<file path="src/rtl/ysyx_22041071_fetch_stage_if.sv">
// Fetch-stage bus bundle: redirect inputs, instruction-memory request/response
// and the decode-facing head port.
//
// Handshake: a transfer happens on a rising clk edge where both valid and ready
// are high (imem_req_valid/imem_req_ready, valid2/ready2). Once raised, valid
// and its payload may still be withdrawn by a redirect in the same cycle;
// ready never depends on valid. imem_resp_valid has no ready: the fetch stage
// always accepts a response word.
interface ysyx_22041071_fetch_stage_if #(
  parameter int ADDR_W = 64
);
  // redirects
  logic              redirect_id;
  logic [ADDR_W-1:0] redirect_id_pc;
  logic              redirect_ex;
  logic [ADDR_W-1:0] redirect_ex_pc;
  // instruction memory
  logic              imem_req_valid;
  logic              imem_req_ready;
  logic [ADDR_W-1:0] imem_req_addr;
  logic              imem_resp_valid;
  logic [31:0]       imem_resp_data;
  // decode head
  logic [ADDR_W-1:0] PC2;
  logic [31:0]       Ins1;
  logic              valid2;
  logic              ready2;

  // fetch-stage side
  modport master (
    input  redirect_id, redirect_id_pc, redirect_ex, redirect_ex_pc,
    input  imem_req_ready, imem_resp_valid, imem_resp_data, ready2,
    output imem_req_valid, imem_req_addr, PC2, Ins1, valid2
  );

  // environment side (memory + decode)
  modport slave (
    output redirect_id, redirect_id_pc, redirect_ex, redirect_ex_pc,
    output imem_req_ready, imem_resp_valid, imem_resp_data, ready2,
    input  imem_req_valid, imem_req_addr, PC2, Ins1, valid2
  );
endinterface

</file>
<file path="src/rtl/ysyx_22041071_fetch_stage.sv">
// Instruction-fetch stage. Owns the fetch PC, issues in-order requests to
// instruction memory, buffers returned words in a small FIFO and presents the
// head {PC2, Ins1} to decode. Redirects from decode (jal) and execute
// (branch/jalr) restart fetch and discard responses still in flight.
//
// Optional feature: define YSYX_22041071_IF_PERF_EN to add the
// perf_fetch_cnt / perf_drop_cnt event counters.
module ysyx_22041071_fetch_stage #(
  parameter int                ADDR_W     = 64,
  parameter logic [ADDR_W-1:0] RESET_PC   = ADDR_W'(64'h80000000),
  parameter int                FIFO_DEPTH = 2
) (
  input  logic                        clk,
  input  logic                        reset,
  ysyx_22041071_fetch_stage_if.master bus,
  output logic [1:0]                  state_dbg
`ifdef YSYX_22041071_IF_PERF_EN
  ,
  output logic [31:0]                 perf_fetch_cnt,
  output logic [31:0]                 perf_drop_cnt
`endif
);

  localparam int PTR_W = (FIFO_DEPTH > 1) ? $clog2(FIFO_DEPTH) : 1;
  localparam int CNT_W = PTR_W + 1;

  localparam logic [1:0] S_IDLE  = 2'd0;
  localparam logic [1:0] S_FETCH = 2'd1;
  localparam logic [1:0] S_FLUSH = 2'd2;

  localparam logic [31:0] NOP_INS = 32'h00000013;

  // ---------------------------------------------------------------------------
  // State
  // ---------------------------------------------------------------------------
  logic [1:0]        state;
  logic [ADDR_W-1:0] fetch_pc;
  logic [ADDR_W-1:0] resp_pc;
  logic [CNT_W-1:0]  outstanding;
  logic [CNT_W-1:0]  drop_cnt;

  logic [ADDR_W-1:0] pc_mem  [FIFO_DEPTH];
  logic [31:0]       ins_mem [FIFO_DEPTH];
  logic [PTR_W-1:0]  rd_ptr;
  logic [PTR_W-1:0]  wr_ptr;
  logic [CNT_W-1:0]  fifo_count;

  // ---------------------------------------------------------------------------
  // Combinational control
  // ---------------------------------------------------------------------------
  logic              fifo_empty;
  logic              fifo_full;
  logic              head_fire;
  logic              ex_taken;
  logic              id_taken;
  logic              redirect_taken;
  logic [ADDR_W-1:0] redirect_pc;
  logic [CNT_W:0]    credit_used;
  logic              credit_ok;
  logic              req_valid;
  logic              req_fire;
  logic              resp_valid;
  logic              resp_drop;
  logic              push;
  logic              pop;
  logic [CNT_W-1:0]  out_after_resp;
  logic [CNT_W-1:0]  drop_cnt_nxt;

  assign fifo_empty = (fifo_count == '0);
  assign fifo_full  = (fifo_count == CNT_W'(FIFO_DEPTH));

  // Execute redirect always wins; a decode redirect only counts when its jal
  // is actually being handed to decode this cycle.
  assign ex_taken       = bus.redirect_ex;
  assign head_fire      = bus.valid2 & bus.ready2;
  assign id_taken       = bus.redirect_id & head_fire;
  assign redirect_taken = ex_taken | id_taken;
  assign redirect_pc    = ex_taken ? bus.redirect_ex_pc : bus.redirect_id_pc;

  // Credit: every in-flight request owns a FIFO slot, so a response can
  // always be pushed without backpressure on the memory.
  assign credit_used = {1'b0, outstanding} + {1'b0, fifo_count};
  assign credit_ok   = (credit_used < (CNT_W + 1)'(FIFO_DEPTH));

  assign req_valid = (state == S_FETCH) & ~redirect_taken & credit_ok;
  assign req_fire  = req_valid & bus.imem_req_ready;

  // A response is stale if it belongs to a pre-redirect stream (drop_cnt) or
  // arrives in the very cycle a redirect happens.
  assign resp_valid = bus.imem_resp_valid;
  assign resp_drop  = resp_valid & ((drop_cnt != '0) | redirect_taken);
  assign push       = resp_valid & ~resp_drop;
  assign pop        = head_fire;

  // Requests still in flight once this cycle's response is consumed; on a
  // redirect these are exactly the responses that must be thrown away.
  assign out_after_resp = outstanding - CNT_W'(resp_valid);

  // Next drop counter, shared by the state machine and the counter register.
  always_comb begin
    drop_cnt_nxt = drop_cnt;
    if (redirect_taken) begin
      drop_cnt_nxt = out_after_resp;
    end else if (resp_valid && (drop_cnt != '0)) begin
      drop_cnt_nxt = drop_cnt - CNT_W'(1);
    end
  end

  // ---------------------------------------------------------------------------
  // Outputs
  // ---------------------------------------------------------------------------
  assign bus.imem_req_valid = req_valid;
  assign bus.imem_req_addr  = fetch_pc;
  assign bus.valid2         = ~fifo_empty & ~bus.redirect_ex;
  assign bus.PC2            = fifo_empty ? fetch_pc : pc_mem[rd_ptr];
  assign bus.Ins1           = fifo_empty ? NOP_INS  : ins_mem[rd_ptr];
  assign state_dbg          = state;

  // ---------------------------------------------------------------------------
  // Sequential logic
  // ---------------------------------------------------------------------------

  // Control FSM: one idle cycle after reset, then fetch; flush while stale
  // responses are still owed by the memory.
  always_ff @(posedge clk) begin
    if (reset) begin
      state <= S_IDLE;
    end else begin
      case (state)
        S_IDLE:  state <= S_FETCH;
        S_FETCH: state <= (redirect_taken && (drop_cnt_nxt != '0)) ? S_FLUSH : S_FETCH;
        S_FLUSH: state <= (drop_cnt_nxt == '0) ? S_FETCH : S_FLUSH;
        default: state <= S_IDLE;
      endcase
    end
  end

  // Fetch PC and the PC of the next response to be buffered; both jump
  // together on a redirect so the new stream lines up with its responses.
  always_ff @(posedge clk) begin
    if (reset) begin
      fetch_pc <= RESET_PC;
      resp_pc  <= RESET_PC;
    end else if (redirect_taken) begin
      fetch_pc <= redirect_pc;
      resp_pc  <= redirect_pc;
    end else begin
      if (req_fire) fetch_pc <= fetch_pc + ADDR_W'(4);
      if (push)     resp_pc  <= resp_pc + ADDR_W'(4);
    end
  end

  // In-flight request count and stale-response count.
  always_ff @(posedge clk) begin
    if (reset) begin
      outstanding <= '0;
      drop_cnt    <= '0;
    end else begin
      outstanding <= outstanding + CNT_W'(req_fire) - CNT_W'(resp_valid);
      drop_cnt    <= drop_cnt_nxt;
    end
  end

  // FIFO pointers/occupancy; any redirect empties the buffer (on a decode
  // redirect the head has just been popped, the rest is wrong-path).
  always_ff @(posedge clk) begin
    if (reset || redirect_taken) begin
      rd_ptr     <= '0;
      wr_ptr     <= '0;
      fifo_count <= '0;
    end else begin
      if (push) wr_ptr <= wr_ptr + PTR_W'(1);
      if (pop)  rd_ptr <= rd_ptr + PTR_W'(1);
      fifo_count <= fifo_count + CNT_W'(push) - CNT_W'(pop);
    end
  end

  // FIFO storage; contents are only meaningful below fifo_count, so no reset.
  always_ff @(posedge clk) begin
    if (push) begin
      pc_mem[wr_ptr]  <= resp_pc;
      ins_mem[wr_ptr] <= bus.imem_resp_data;
    end
  end

`ifdef YSYX_22041071_IF_PERF_EN
  logic [31:0] flushed_entries;

  // Buffered entries thrown away by a redirect (decode keeps its head).
  always_comb begin
    flushed_entries = '0;
    if (ex_taken) begin
      flushed_entries = 32'(fifo_count);
    end else if (id_taken) begin
      flushed_entries = 32'(fifo_count) - 32'd1;
    end
  end

  // Event counters: instructions delivered and work discarded.
  always_ff @(posedge clk) begin
    if (reset) begin
      perf_fetch_cnt <= '0;
      perf_drop_cnt  <= '0;
    end else begin
      perf_fetch_cnt <= perf_fetch_cnt + 32'(pop);
      perf_drop_cnt  <= perf_drop_cnt + 32'(resp_drop) + flushed_entries;
    end
  end
`endif

  // The credit rule must keep the buffer from ever being pushed while full.
  a_no_overflow : assert property (@(posedge clk) disable iff (reset) !(push && fifo_full));

endmodule

</file>
<file path="src/flat_wrapper.sv">
// flat-port wrapper written by rule: the top's interface ports become plain ports
module ysyx_22041071_fetch_stage_flat 
#(
  parameter int                ADDR_W     = 64,
  parameter logic [ADDR_W-1:0] RESET_PC   = ADDR_W'(64'h80000000),
  parameter int                FIFO_DEPTH = 2
)
  (clk, reset, state_dbg, bus_redirect_id, bus_redirect_id_pc, bus_redirect_ex, bus_redirect_ex_pc, bus_imem_req_ready, bus_imem_resp_valid, bus_imem_resp_data, bus_ready2, bus_imem_req_valid, bus_imem_req_addr, bus_PC2, bus_Ins1, bus_valid2);
  ysyx_22041071_fetch_stage_if #(.ADDR_W(ADDR_W)) bus_i ();
  input  logic clk;
  input  logic reset;
  output logic [1:0] state_dbg;
  input wire logic [$bits(bus_i.redirect_id)-1:0] bus_redirect_id;
  input wire logic [$bits(bus_i.redirect_id_pc)-1:0] bus_redirect_id_pc;
  input wire logic [$bits(bus_i.redirect_ex)-1:0] bus_redirect_ex;
  input wire logic [$bits(bus_i.redirect_ex_pc)-1:0] bus_redirect_ex_pc;
  input wire logic [$bits(bus_i.imem_req_ready)-1:0] bus_imem_req_ready;
  input wire logic [$bits(bus_i.imem_resp_valid)-1:0] bus_imem_resp_valid;
  input wire logic [$bits(bus_i.imem_resp_data)-1:0] bus_imem_resp_data;
  input wire logic [$bits(bus_i.ready2)-1:0] bus_ready2;
  output wire logic [$bits(bus_i.imem_req_valid)-1:0] bus_imem_req_valid;
  output wire logic [$bits(bus_i.imem_req_addr)-1:0] bus_imem_req_addr;
  output wire logic [$bits(bus_i.PC2)-1:0] bus_PC2;
  output wire logic [$bits(bus_i.Ins1)-1:0] bus_Ins1;
  output wire logic [$bits(bus_i.valid2)-1:0] bus_valid2;
  assign bus_i.redirect_id = bus_redirect_id;
  assign bus_i.redirect_id_pc = bus_redirect_id_pc;
  assign bus_i.redirect_ex = bus_redirect_ex;
  assign bus_i.redirect_ex_pc = bus_redirect_ex_pc;
  assign bus_i.imem_req_ready = bus_imem_req_ready;
  assign bus_i.imem_resp_valid = bus_imem_resp_valid;
  assign bus_i.imem_resp_data = bus_imem_resp_data;
  assign bus_i.ready2 = bus_ready2;
  assign bus_imem_req_valid = bus_i.imem_req_valid;
  assign bus_imem_req_addr = bus_i.imem_req_addr;
  assign bus_PC2 = bus_i.PC2;
  assign bus_Ins1 = bus_i.Ins1;
  assign bus_valid2 = bus_i.valid2;
  ysyx_22041071_fetch_stage #(.ADDR_W(ADDR_W), .RESET_PC(RESET_PC), .FIFO_DEPTH(FIFO_DEPTH)) u_core (.clk(clk), .reset(reset), .bus(bus_i), .state_dbg(state_dbg));
endmodule
</file>
<file path="config.mk">
export PLATFORM = sky130hd
export DESIGN_NAME = ysyx_22041071_fetch_stage_flat
export DESIGN_NICKNAME = d
export VERILOG_FILES = /design/src/rtl/ysyx_22041071_fetch_stage_if.sv /design/src/rtl/ysyx_22041071_fetch_stage.sv /design/src/flat_wrapper.sv
export SDC_FILE = /design/constraint.sdc
export NUM_CORES = 1
export LEC_CHECK = 0
export ABC_AREA = 1
export CORE_MARGIN = 2
export CORE_UTILIZATION = 40
export CTS_CLUSTER_DIAMETER = 60
export DETAILED_ROUTE_END_ITERATION = 6
export DONT_BUFFER_PORTS = 1
export MAX_ROUTING_LAYER = met4
export RECOVER_POWER = 100
export SLEW_MARGIN = 20
export SYNTH_ARGS = -nofsm -noshare
export SYNTH_HDL_FRONTEND = slang
export SYNTH_SLANG_ARGS = --single-unit
</file>
<file path="constraint.sdc">
create_clock -name clk -period 12.8 [get_ports clk]
set_input_delay 0.64 -clock clk [delete_from_list [all_inputs] [get_ports clk]]
set_output_delay 0.64 -clock clk [all_outputs]
set_load 0.01 [all_outputs]
</file>
# ---- Yosys cells after proc, flatten, opt, wreduce, memory -nomap -nowiden
# Memory sizes are Yosys's and may differ from the RTL's. A register that Yosys moved wholly into a read port is not among the register bits.
# Index checks and enable logic that the tools add are counted.
dict set report classes {
  n_addsub 11
  bitwise 14
  mux 18
  n_reduce_logical 10
  eq_ne 2
  magnitude_cmp 1
}
# cell n
set op_table {}
lappend op_table {{two-way mux 64 bit} 6}
lappend op_table {{adder 64 x 3 -> 64 bit (second input constant)} 2}
lappend op_table {{two-way mux 32 bit} 1}
lappend op_table {{AND 1 bit} 8}
lappend op_table {{two-way mux 2 bit} 4}
lappend op_table {{nonzero test 2 bit} 4}
lappend op_table {{logical NOT 2 bit} 3}
lappend op_table {{two-way mux 1 bit} 6}
lappend op_table {{case mux 2 bit (3 select lines)} 1}
lappend op_table {{subtractor 2 x 1 -> 2 bit} 3}
lappend op_table {{adder 2 x 1 -> 2 bit} 2}
lappend op_table {{inverter 1 bit} 4}
lappend op_table {{adder 2 x 2 -> 3 bit} 1}
lappend op_table {{less-than comparator 3 x 2 -> 1 bit (second input constant)} 1}
lappend op_table {{adder 1 bit (second input constant)} 2}
lappend op_table {{== test 2 x 1 -> 1 bit (second input constant)} 1}
lappend op_table {{== test 2 bit (second input constant)} 1}
lappend op_table {{logical AND 1 bit} 2}
lappend op_table {{bitwise OR 1 bit} 2}
lappend op_table {{subtractor 2 x 1 -> 2 bit (second input constant)} 1}
lappend op_table {{logical OR 1 bit} 1}
dict set report word_totals {
  output_inout_bits 164
  reg_bits 138
  mem_bits_rw 192
  wordCells 66
  n_memories 2
  input_bits 167
}
# memory words word_bits read_ports rd_ports_with_merged_regs wr line
set memory_table {}
lappend memory_table {u_core.pc_mem 2 64 1 1 1 ysyx_22041071_fetch_stage.sv:42} ;# logic [ADDR_W-1:0] pc_mem [FIFO_DEPTH];
lappend memory_table {u_core.ins_mem 2 32 1 1 1 ysyx_22041071_fetch_stage.sv:43} ;# logic [31:0] ins_mem [FIFO_DEPTH];

# ---- Logic depth before layout (Yosys ltp)
# Gate-level depths: netlist (run 1).
dict set report logic_depth {
  word_depth 12
  ltp_mapped 13
  depth_no_buf 12
}

# ---- Least setup slack after synthesis (run 1)
# No wires, ideal clock.
dict set report synth_timing {
  kind {input-to-reg}
  from {in bus_redirect_id}
  to {mem u_core.ins_mem[0][0], enable pin}
  path_slack_ns 6.977
  n_path_buf 2
  path_stages 5
  t_arrival_ns 5.271
  setup_ns 0.552
  required_time_ns 12.248
  path_cell_list {a31oi_2 -> buf_6 -> buf_6 -> nand2_1 -> nor2_1}
}
dict set report synth_between {
  elab_chain_len 8
}
# item line
set synth_rtl {}
lappend synth_rtl {{start, declared} flat_wrapper.sv:13} ;# input wire logic [$bits(bus_i.redirect_id)-1:0] bus_redirect_id;
lappend synth_rtl {{AND 1 bit} ysyx_22041071_fetch_stage.sv:76} ;# assign id_taken = bus.redirect_id & head_fire;
lappend synth_rtl {{bitwise OR 1 bit} ysyx_22041071_fetch_stage.sv:77} ;# assign redirect_taken = ex_taken | id_taken;
lappend synth_rtl {{bitwise OR 1 bit} ysyx_22041071_fetch_stage.sv:91} ;# assign resp_drop = resp_valid & ((drop_cnt != '0) | redirect_taken);
lappend synth_rtl {{AND 1 bit} ysyx_22041071_fetch_stage.sv:91}
lappend synth_rtl {{inverter 1 bit} ysyx_22041071_fetch_stage.sv:92} ;# assign push = resp_valid & ~resp_drop;
lappend synth_rtl {{AND 1 bit} ysyx_22041071_fetch_stage.sv:92}
lappend synth_rtl {{two-way mux 1 bit} ysyx_22041071_fetch_stage.sv:180} ;# if (push) begin
lappend synth_rtl {{two-way mux 1 bit (implied by the code)} ysyx_22041071_fetch_stage.sv:182} ;# ins_mem[wr_ptr] <= bus.imem_resp_data;
lappend synth_rtl {{end, declared} ysyx_22041071_fetch_stage.sv:43}
# No other way between the ends.

# ---- Final worst setup path (run 1)
dict set report layout_timing {
  from {reg u_core.fifo_count[1]}
  to {out bus_PC2[27]}
}
dict set report layout_between {
  elab_chain_len 2
}
# item line
set layout_rtl {}
lappend layout_rtl {{start, declared} ysyx_22041071_fetch_stage.sv:46} ;# logic [CNT_W-1:0] fifo_count;
lappend layout_rtl {{start signal, assigned} ysyx_22041071_fetch_stage.sv:174} ;# fifo_count <= fifo_count + CNT_W'(push) - CNT_W'(pop);
lappend layout_rtl {{logical NOT 2 bit} ysyx_22041071_fetch_stage.sv:69} ;# assign fifo_empty = (fifo_count == '0);
lappend layout_rtl {{two-way mux 64 bit} ysyx_22041071_fetch_stage.sv:115} ;# assign bus.PC2 = fifo_empty ? fetch_pc : pc_mem[rd_ptr];
lappend layout_rtl {{end, declared} flat_wrapper.sv:23} ;# output wire logic [$bits(bus_i.PC2)-1:0] bus_PC2;
# No other way between the ends.

==> results of run 1 <==
## layout by cell type (no fill, tap or decap), drive strengths merged, types with 4 or more instances in the layout
cell type	instances
xor2	15
nand3	170
nor2	362
ha	7
nand3b	5
xnor2	15
clkinv	13
o21bai	4
a31oi	19
clkinvlp	5
dfxtp	137
nand2	965
o21ai	105
nor3	18
diode	7
edfxtp	192
nand4	26
a21oi	198
o211ai	6
a22oi	43
or2	5
buf	5
clkbuf	60
inv	219
## cells by family after synthesis
group,count (synthesis),share of synthesized area [%]
xor gates and xnor gates,30,1.400
buffers and inverters,329,7.160
DFF,329,45.34
adders and majority gates,8,0.5734
AOI/OAI and AO/OA,379,11.10
and+or+nand+nor,1553,34.43
## through the flow
step / hold WS [ns] / instance area [um^2] / total power, mW / util, %
after global placement: 0.4825 / 19120 / 1.658 / 41.15
after floorplan: 0.4577 / 18770 / 1.530 / -
after global routing: 0.1228 / 20360 / 2.905 / 43.83
after detailed placement: 0.4885 / 19120 / 1.665 / 41.15
after CTS: 0.1114 / 20430 / 2.806 / 43.98
final: 0.1273 / 20370 / 2.802 / 43.84
## layer usage
| metal | track usage (%) | part of all wire (%) | vias up |
|---|---|---|---|
| met5 | - | 0 | - |
| met2 | 45.87 | 44 | 815 |
| met4 | 13.11 | 4.5 | 0 |
| met3 | 7.368 | 9.5 | 150 |
| met1 | 39.09 | 42 | 8357 |
| li1 | - | - | 8440 |
## registers in the layout, indices dropped and copies added, names as in the netlist, named ones only
signal	cells
u_core.outstanding	2
u_core.state_dbg	2
u_core.pc_mem	128
u_core.drop_cnt	2
u_core.fifo_count	2
u_core.ins_mem	64
u_core.bus.imem_req_addr	62
u_core.wr_ptr	1
u_core.resp_pc	64
u_core.rd_ptr	1
## area by class of cell
class	count	area (um^2)	area share, %
Tap cell	607	759.5	3.729
Clock buffer	52	1120	5.499
Multi-Input combinational cell	1970	8897	43.69
Clock inverter	25	193.9	0.9523
Timing Repair Buffer	13	67.56	0.3318
Inverter	213	802.0	3.938
Sequential cell	329	8508	41.78
Antenna cell	7	17.52	0.08601
## how the worst min path moves through the flow
stage | from | endpoint | slack (ns) | cells past startpoint
2_1_floorplan | u_core.resp_pc[63]$_SDFFE_PP0P_ | u_core.pc_mem[0][63]$_DFFE_PP_ | 0.46 | 0
3_3_place_gp | u_core.rd_ptr$_SDFFE_PP0N_ | flip-flop | 0.48 | 2
3_5_place_dp | u_core.rd_ptr$_SDFFE_PP0N_ | flip-flop | 0.49 | 2
4_1_cts | reset | u_core.state_dbg[1]$_SDFF_PP0_ | 0.11 | 1
5_1_grt | reset | u_core.state_dbg[1]$_SDFF_PP0_ | 0.12 | 1
6_report | reset | u_core.resp_pc[24]$_SDFFE_PP0P_ | 0.13 | 1
## power by group
part	switching [mW]	internal, mW
clock	0.494	0.652
combinational	0.250	0.102
sequential	0.113	1.19
total	0.857	1.94
==> out/summary.txt, run 1 <==
Status -> complete, but fails checks
Initial antenna violation count -> 5
Post-route insts no fill -> 3,216
Max_slew headroom -> -190.1%
Worst setup startpoint -> u_core.fifo_count[1]$_SDFF_PP0_
Most common cell in the synthesized netlist -> nand2_1
Rows -> 79
Via Count -> 17,762
Slowest stage delay, CP -> 2.90 ns
GRT Util Overall -> 30.48%
Final Max Slew Viols -> 655
EDFF count, synth -> 192
WP data required -> 12.16 ns
Root Driver -> clkbuf_16
CTS tree -> yes
Period utilization -> 61.21%
Max frequency -> 127.6 MHz
Vias in the first global route -> 16,197
Worst flop-to-flop path startpoint -> u_core.fifo_count[1]$_SDFF_PP0_
Post-layout min period -> 7.835 ns
Leak pwr -> 7.959 nW
Violated checks -> capacitance limit, slew limit
Cell Area, Synth -> 0.01877 mm^2
Clk slew on worst S/H paths -> 0.06 ns
Worst ir drop on vdd -> 0.0001039 V
Post-CTS setup-driven buffer insertion count -> 0
Synth area leader -> edfxtp_1
RSZ-0062 raised after global routing -> false
Vias/cell -> 5.523
Slowest cell on crit path -> clkbuf_1
Core Area -> 0.04646 mm^2
DP Wirelength -> 55,810 um
Hold-fix buffers, CTS -> 0
Clk_lat worst skew -> 0.58 ns
Worst Hold Class -> in2reg
Setup TNS -> 0 ns
Initial Util -> 40.40%
Buf/Inv on CP -> 3
DRT Pass-1 Iters -> 6
Mapped Nets -> 2,803
Final worst slack -> 4.965 ns
Area growth syn-to-layout -> 8.521%
Global-route wire length before repair -> 104,500 um
Critical path endpoint category -> output pin
Maximum root-to-sink buffer count -> 3
PortBufs -> 0
Cell family with most CP delay -> buffers and inverters
Share of cells above drive strength 1 -> 5.880%
Clk sinks -> 329
Final setup vio count -> 0
Die width -> 220.6 um
Ranking of synthesized cells by area -> edfxtp_1 (31%), nand2_1 (19%), dfxtp_1 (15%)
R2r endpoint -> u_core.ins_mem[0][5]$_DFFE_PP_
Nets -> 2,744
DRC Markers -> 0
Max_cap viols -> 12
Initial drt markers -> 1,693
Crit path cell chain -> inv_1 -> nand2_1 -> clkinvlp_2 -> clkbuf_1 -> a22oi_1
FF-to-FF setup slack -> 5.04 ns
Worst-path maximum fanout -> 86
Place WS -> 8.541 ns
Die H -> 220.6 um
Inst Count DP -> 3,131
Commonest cells post-synth -> nand2_1 (944), nor2_1 (322), inv_1 (200)
Crit start category -> flip-flop
H-tree levels -> 2
Average cell area after synthesis -> 7.141 um^2
Measured slew at the worst slew-check pin -> 4.305 ns
Final hold vios -> 0
Grt total ovfl -> 0
CP Capture Point -> bus_PC2[27]
Antenna Violating Nets Remaining -> 0
Syn Inst Count -> 2,628
Synthesized flop and latch total -> 329
Max Clock Skew -> 0.02277 ns
R2R cell count -> 7
Total CTS buffers -> 42
Post-synthesis cell type count -> 46
Die area -> 0.04867 mm^2
Fillcell total -> 4,850
Post-synth top area share -> 30.72%
WP data arrival -> 7.19 ns
CP Depth -> 5
Global placement routability congestion -> 0.9952
Critical path class -> reg2out
Async SR Flop Fraction -> 0%
Synth Warn # -> 0
Routed WL per cell -> 22.95 um
WL final -> 73,800 um
Sequential cell area fraction in the yosys report -> 45.34%
Main synth FF type -> edfxtp_1
Number of gates resized after cts -> 0
Pwr/cell area -> 137.6 mW/mm^2
Pin count of the biggest net entering global routing -> 87
Io pins -> 331
No activity file was read; power rests on OpenSTA's default activity.
==> run 2, diff against run 1 <==
- clock period: 12.8 -> 8 ns (I/O delays scaled with it)
==> run 2 against run 1 <==
The flow still finishes with violations (capacitance limit, slew limit). Largest power group unchanged. Combinational power up 65%. Worst hold slack worse by 0.090 ns. Core utilization up 0.76 points. Clock skew increased by 0.0013 ns. Critical path type unchanged. Total power is 58% higher.
==> out/summary.txt, run 2 (synthesized netlist as in run 1, its figures left out) <==
Area growth syn-to-layout -> 10.40%
Clk slew on worst S/H paths -> 0.06 ns
Post-layout min period -> 5.758 ns
Number of gates resized after cts -> 0
Clk_lat worst skew -> 0.58 ns
DR WL met3 -> 6509 um
Crit start category -> flip-flop
Nets -> 2,781
Top Layer Used -> met4
Period utilization -> 71.98%
CTS tree -> yes
DRC Markers -> 0
Initial drt markers -> 1,775
Commonest non-fill, non-tap cells in the layout -> nand2_1 (947), nor2_1 (321), inv_1 (200)
Min-delay src -> reset
R2r endpoint -> u_core.pc_mem[1][60]$_DFFE_PP_
R2R cell count -> 8
Hold Path Sink -> u_core.wr_ptr$_SDFFE_PP0P_
Final Max Slew Viols -> 312
Met2 WL -> 33,050 um
Grt total ovfl -> 0
Leak pwr -> 8.119 nW
Pin count of the biggest net entering global routing -> 83
Rows -> 79
WP data required -> 7.60 ns
DRT Pass-1 Iters -> 5
WP data arrival -> 5.36 ns
Die width -> 220.6 um
Antenna Violating Nets Remaining -> 0
Commonest non-fill, non-tap cell in the layout -> nand2_1
Share of cells above drive strength 1 -> 5.800%
Max frequency -> 173.7 MHz
Worst ir drop on vdd -> 0.0001290 V
H-tree levels -> 2
PortBufs -> 0
Core Area -> 0.04646 mm^2
Number of flip-flops in the largest register -> 128
Io pins -> 331
Post-route insts no fill -> 3,246
Largest regs -> u_core.pc_mem x128, u_core.ins_mem x64, u_core.resp_pc x64
Total CTS buffers -> 40
DP Wirelength -> 56,060 um
FF-to-FF setup slack -> 2.63 ns
Most flops, register -> u_core.pc_mem
Critical path class -> reg2out
Met1 wire length -> 31,990 um
Die area -> 0.04867 mm^2
Hold depth -> 3
Vias in the first global route -> 16,605
Measured slew at the worst slew-check pin -> 3.597 ns
Routed WL per cell -> 23.04 um
Status -> complete, but fails checks
Clk sinks -> 329
Vias/cell -> 5.542
Worst flop-to-flop path startpoint -> u_core.fifo_count[1]$_SDFF_PP0_
Maximum root-to-sink buffer count -> 3
Max_cap viols -> 5
Final setup vio count -> 0
Worst Hold Class -> in2reg
Via Count -> 17,989
Max Clock Skew -> 0.02409 ns
Worst-path maximum fanout -> 72
Initial antenna violation count -> 2
Violated checks -> capacitance limit, slew limit
RSZ-0062 raised after global routing -> false
WL final -> 74,800 um
Global-route wire length before repair -> 106,700 um
Initial Util -> 40.40%
Setup TNS -> 0 ns
Max_slew headroom -> -139.8%
Root Driver -> clkbuf_16
Critical path endpoint category -> output pin
Pwr/cell area -> 213.8 mW/mm^2
Die H -> 220.6 um
Final hold vios -> 0
Global placement routability congestion -> 1.008
GRT Util Overall -> 30.94%
Inst Count DP -> 3,132
==> run 2: cell count changes in the layout (fill, tap and decap cells not counted), sizes merged <==
cell,delta
diode,-6
clkinvlp,-3
buf,+6
inv,-2
clkinv,-2
clkbuf,-1
dlygate4sd3,+38
==> run 2: what timing repair did <==
item / 4_1_cts / 5_1_grt
buffers inserted: 0 / 0
hold endpoints to repair: 99 / 0
hold buffers: 39 / 0
==> run 2: layout make-up <==
type / instances / area [um^2]
inverters: 213 / 803.3
fillers: 4795 / 25740
clock buffers: 56 / 1114
flip-flops and latches: 329 / 8512
multi-input cells: 1970 / 8901
clock inverters: 18 / 138.9
diodes: 1 / 2.502
repair buffers: 52 / 488.0
well taps: 607 / 759.5
==> run 2: worst max-delay path by stage <==
stage / start / end / slack [ns] / cells past startpoint
finish: flip-flop / bus_PC2[29] / 2.24 / 4
global route: flip-flop / bus_PC2[29] / 1.95 / 4
detailed placement: u_core.drop_cnt[0]$_SDFF_PP0_ / u_core.pc_mem[1][60]$_DFFE_PP_ / 3.96 / 8
floorplan: u_core.fifo_count[1]$_SDFF_PP0_ / u_core.ins_mem[0][0]$_DFFE_PP_ / 2.38 / 7
global placement: u_core.fifo_count[1]$_SDFF_PP0_ / u_core.pc_mem[1][60]$_DFFE_PP_ / 4.03 / 8
CTS: u_core.drop_cnt[0]$_SDFF_PP0_ / u_core.pc_mem[1][58]$_DFFE_PP_ / 3.94 / 8
==> run 2: metal layers <==
layer  global-route usage (%)  vias to the layer above
met4                    12.18                        0
met2                    47.61                      822
li1                         -                     8522
met1                    40.59                     8511
met3                    5.361                      134
met5                        -                        -
==> run 2: power breakdown <==
group	switching, mW	internal (mW)
registers	0.181	1.90
logic	0.410	0.173
clock network	0.747	1.01
==> run 2: per-stage QoR <==
step	setup slack (ns)	cell area (um^2)	hold slack [ns]	utilization [%]	power (mW)
after global placement	4.032	19120	0.4748	41.16	2.653
after global routing	1.949	20720	0.05765	44.59	4.598
after detailed placement	3.959	19120	0.4785	41.16	2.666
after CTS	3.942	20780	0.01772	44.72	4.440
after floorplan	2.385	18770	0.4577	-	2.448
final	2.242	20720	0.03737	44.60	4.429
==> run 2: worst max-delay path, cell delays in order, from the launching register on <==
cell	delay [ns]
dfxtp_4	0.50
clkinvlp_2	0.84
clkbuf_1	2.58
nand2_1	0.11
a22oi_1	0.76
==> run 3, diff against run 2 <==
- clock period: 8 -> 5.5 ns (I/O delays scaled with it)
==> run 3 against run 2 <==
Largest power group unchanged. Cell count is 0.34% higher. Sequential cell count unchanged. Total power increased by 48%. Critical path type is now reg2reg. The run still ends with capacitance limit, slew limit left. Clock power grew 53%. Via count grew 0.50%.
==> out/summary.txt, run 3 (synthesized netlist as in run 1, its figures left out) <==
Hold-fix buffers, CTS -> 41
Cell mode on critical path -> nand2_1
Number of gates resized after cts -> 0
Initial antenna violation count -> 3
Rows -> 79
Worst-path maximum fanout -> 64
Core Area -> 0.04646 mm^2
Max_cap viols -> 2
Finished Cell Area -> 0.02086 mm^2
Via Count -> 18,079
H-tree levels -> 2
Setup TNS -> 0 ns
Final core occ -> 44.90%
Vias/cell -> 5.551
PortBufs -> 0
Clock power frac -> 40.9%
Io pins -> 331
Final setup vio count -> 0
Global placement routability congestion -> 0.9854
Routed WL per cell -> 23.45 um
Slowest cell on crit path -> a31oi_1
Worst flop-to-flop path startpoint -> u_core.fifo_count[1]$_SDFF_PP0_
Die area -> 0.04867 mm^2
Min-delay src -> bus_redirect_ex_pc[3]
Max frequency -> 238.0 MHz
DRC Markers -> 0
FF-to-FF setup slack -> 1.30 ns
DRT Pass-1 Iters -> 5
Post-route insts no fill -> 3,257
Clk slew on worst S/H paths -> 0.06 ns
Max_slew headroom -> -22.92%
RSZ-0062 raised after global routing -> false
Commonest non-fill, non-tap cell in the layout -> nand2_1
Nets -> 2,788
Fin Hold WS -> 0.07215 ns
Most flops, register -> u_core.pc_mem
Maximum root-to-sink buffer count -> 3
Critical path endpoint category -> flip-flop
Crit path cell chain -> inv_1 -> nand2_1 -> a31oi_1 -> buf_4 -> buf_4 -> nand3b_1 -> nor2_1 -> nand2_1 -> nand3_1 -> nand2_1 -> inv_1
Root Driver -> clkbuf_16
Pwr/cell area -> 315.1 mW/mm^2
Worst Hold Class -> in2reg
Vias in the first global route -> 16,553
Status -> complete, but fails checks
Worst ir drop on vdd -> 0.0002708 V
WL final -> 76,380 um
Pin count of the biggest net entering global routing -> 83
Final hold vios -> 0
Initial Util -> 40.40%
WP data required -> 6.02 ns
Comb pwr share -> 12.9%
Max Clock Skew -> 0.02022 ns
Switching Share -> 30.47%
Final Max Slew Viols -> 83
Measured slew at the worst slew-check pin -> 1.844 ns
Share of cells above drive strength 1 -> 6.233%
Antenna Violating Nets Remaining -> 0
Initial drt markers -> 1,623
R2R cell count -> 11
Critical path class -> reg2reg
Largest regs -> u_core.pc_mem x128, u_core.ins_mem x64, u_core.resp_pc x64
WP data arrival -> 4.72 ns
Hold Path Sink -> u_core.resp_pc[3]$_SDFFE_PP0P_
Leak pwr -> 8.172 nW
Die width -> 220.6 um
Period utilization -> 76.40%
R2r endpoint -> u_core.resp_pc[41]$_SDFFE_PP0P_
DP Wirelength -> 57,900 um
Inst Count DP -> 3,135
Slowest stage delay, CP -> 0.82 ns
Switch Pwr -> 2.002 mW
Seq pwr share -> 46.1%
Grt total ovfl -> 0
Global-route wire length before repair -> 108,200 um
Post-layout min period -> 4.202 ns
GRT Util Overall -> 31.48%
Number of flip-flops in the largest register -> 128
Total CTS buffers -> 42
Commonest non-fill, non-tap cells in the layout -> nand2_1 (945), nor2_1 (322), inv_1 (201)
Internal power -> 4.570 mW
CTS tree -> yes
Clk sinks -> 329
Placed inst area -> 0.01916 mm^2
Violated checks -> capacitance limit, slew limit
Post-CTS setup-driven buffer insertion count -> 0
Die H -> 220.6 um
Crit start category -> flip-flop
Hold depth -> 4
Area growth syn-to-layout -> 11.14%
Clk_lat worst skew -> 0.58 ns
[run 3: changes by cell type in the layout (fill, tap and decap cells not counted), moves of 2 or more]
cell,delta
buf_4,+2
dlygate4sd3_1,+2
clkinv_2,+2
diode_2,+2
nand2_4,+2
clkbuf_1,-3
clkinvlp_4,+3
clkinv_1,-3
nand2_1,-2
[run 3: final cells by class]
| type | count | area (um^2) |
|---|---|---|
| fillers | 4795 | 25600 |
| multi-input cells | 1970 | 8892 |
| flip-flops and latches | 329 | 8512 |
| clock buffers | 55 | 1120 |
| inverters | 213 | 803.3 |
| well taps | 607 | 759.5 |
| repair buffers | 57 | 544.3 |
| clock inverters | 23 | 219.0 |
| diodes | 3 | 7.507 |
[run 3: through the flow]
step | power (mW) | setup slack [ns]
after floorplan | 3.560 | -0.1151
after global placement | 3.869 | 2.220
after detailed placement | 3.882 | 2.161
after CTS | 6.608 | 2.163
after global routing | 6.825 | 1.014
final | 6.572 | 1.298
[run 3: worst max path at each step]
| stage | startpoint | endpoint | slack, ns |
|---|---|---|---|
| after global routing | u_core.fifo_count[1]$_SDFF_PP0_ | bus_PC2[63] | 1.01 |
| after detailed placement | u_core.drop_cnt[0]$_SDFF_PP0_ | u_core.ins_mem[0][3]$_DFFE_PP_ | 2.16 |
| after floorplan | u_core.fifo_count[1]$_SDFF_PP0_ | u_core.ins_mem[0][0]$_DFFE_PP_ | -0.12 |
| final | u_core.fifo_count[1]$_SDFF_PP0_ | u_core.resp_pc[41]$_SDFFE_PP0P_ | 1.30 |
| after global placement | u_core.drop_cnt[0]$_SDFF_PP0_ | u_core.ins_mem[0][5]$_DFFE_PP_ | 2.22 |
| after CTS | u_core.drop_cnt[0]$_SDFF_PP0_ | u_core.ins_mem[0][6]$_DFFE_PP_ | 2.16 |
[run 3: power groups by stage]
stage | Combinational [mW] | Sequential [mW] | Clock (mW)
after global placement | 0.797 | 3.07 | 0
after CTS | 0.844 | 3.02 | 2.74
final | 0.850 | 3.03 | 2.69
after global routing | 0.938 | 3.05 | 2.84
after detailed placement | 0.806 | 3.08 | 0
after floorplan | 0.601 | 2.96 | 0
[run 3: worst max-delay path, delay by kind of cell, from the launching register on]
family / cells / cell delay (ns)
flip-flops: 1 / 0.32
AO/OA/AOI/OAI: 1 / 0.82
AND/OR/NAND/NOR: 6 / 1.30
buffers and inverters: 4 / 1.65
[run 3: metal layers]
| metal | track usage [%] | routed length (um) |
|---|---|---|
| met1 | 41.68 | 32590 |
| met2 | 48.91 | 34340 |
| met3 | 5.595 | 6803 |
| met4 | 10.24 | 2648 |
| met5 | - | 0 |
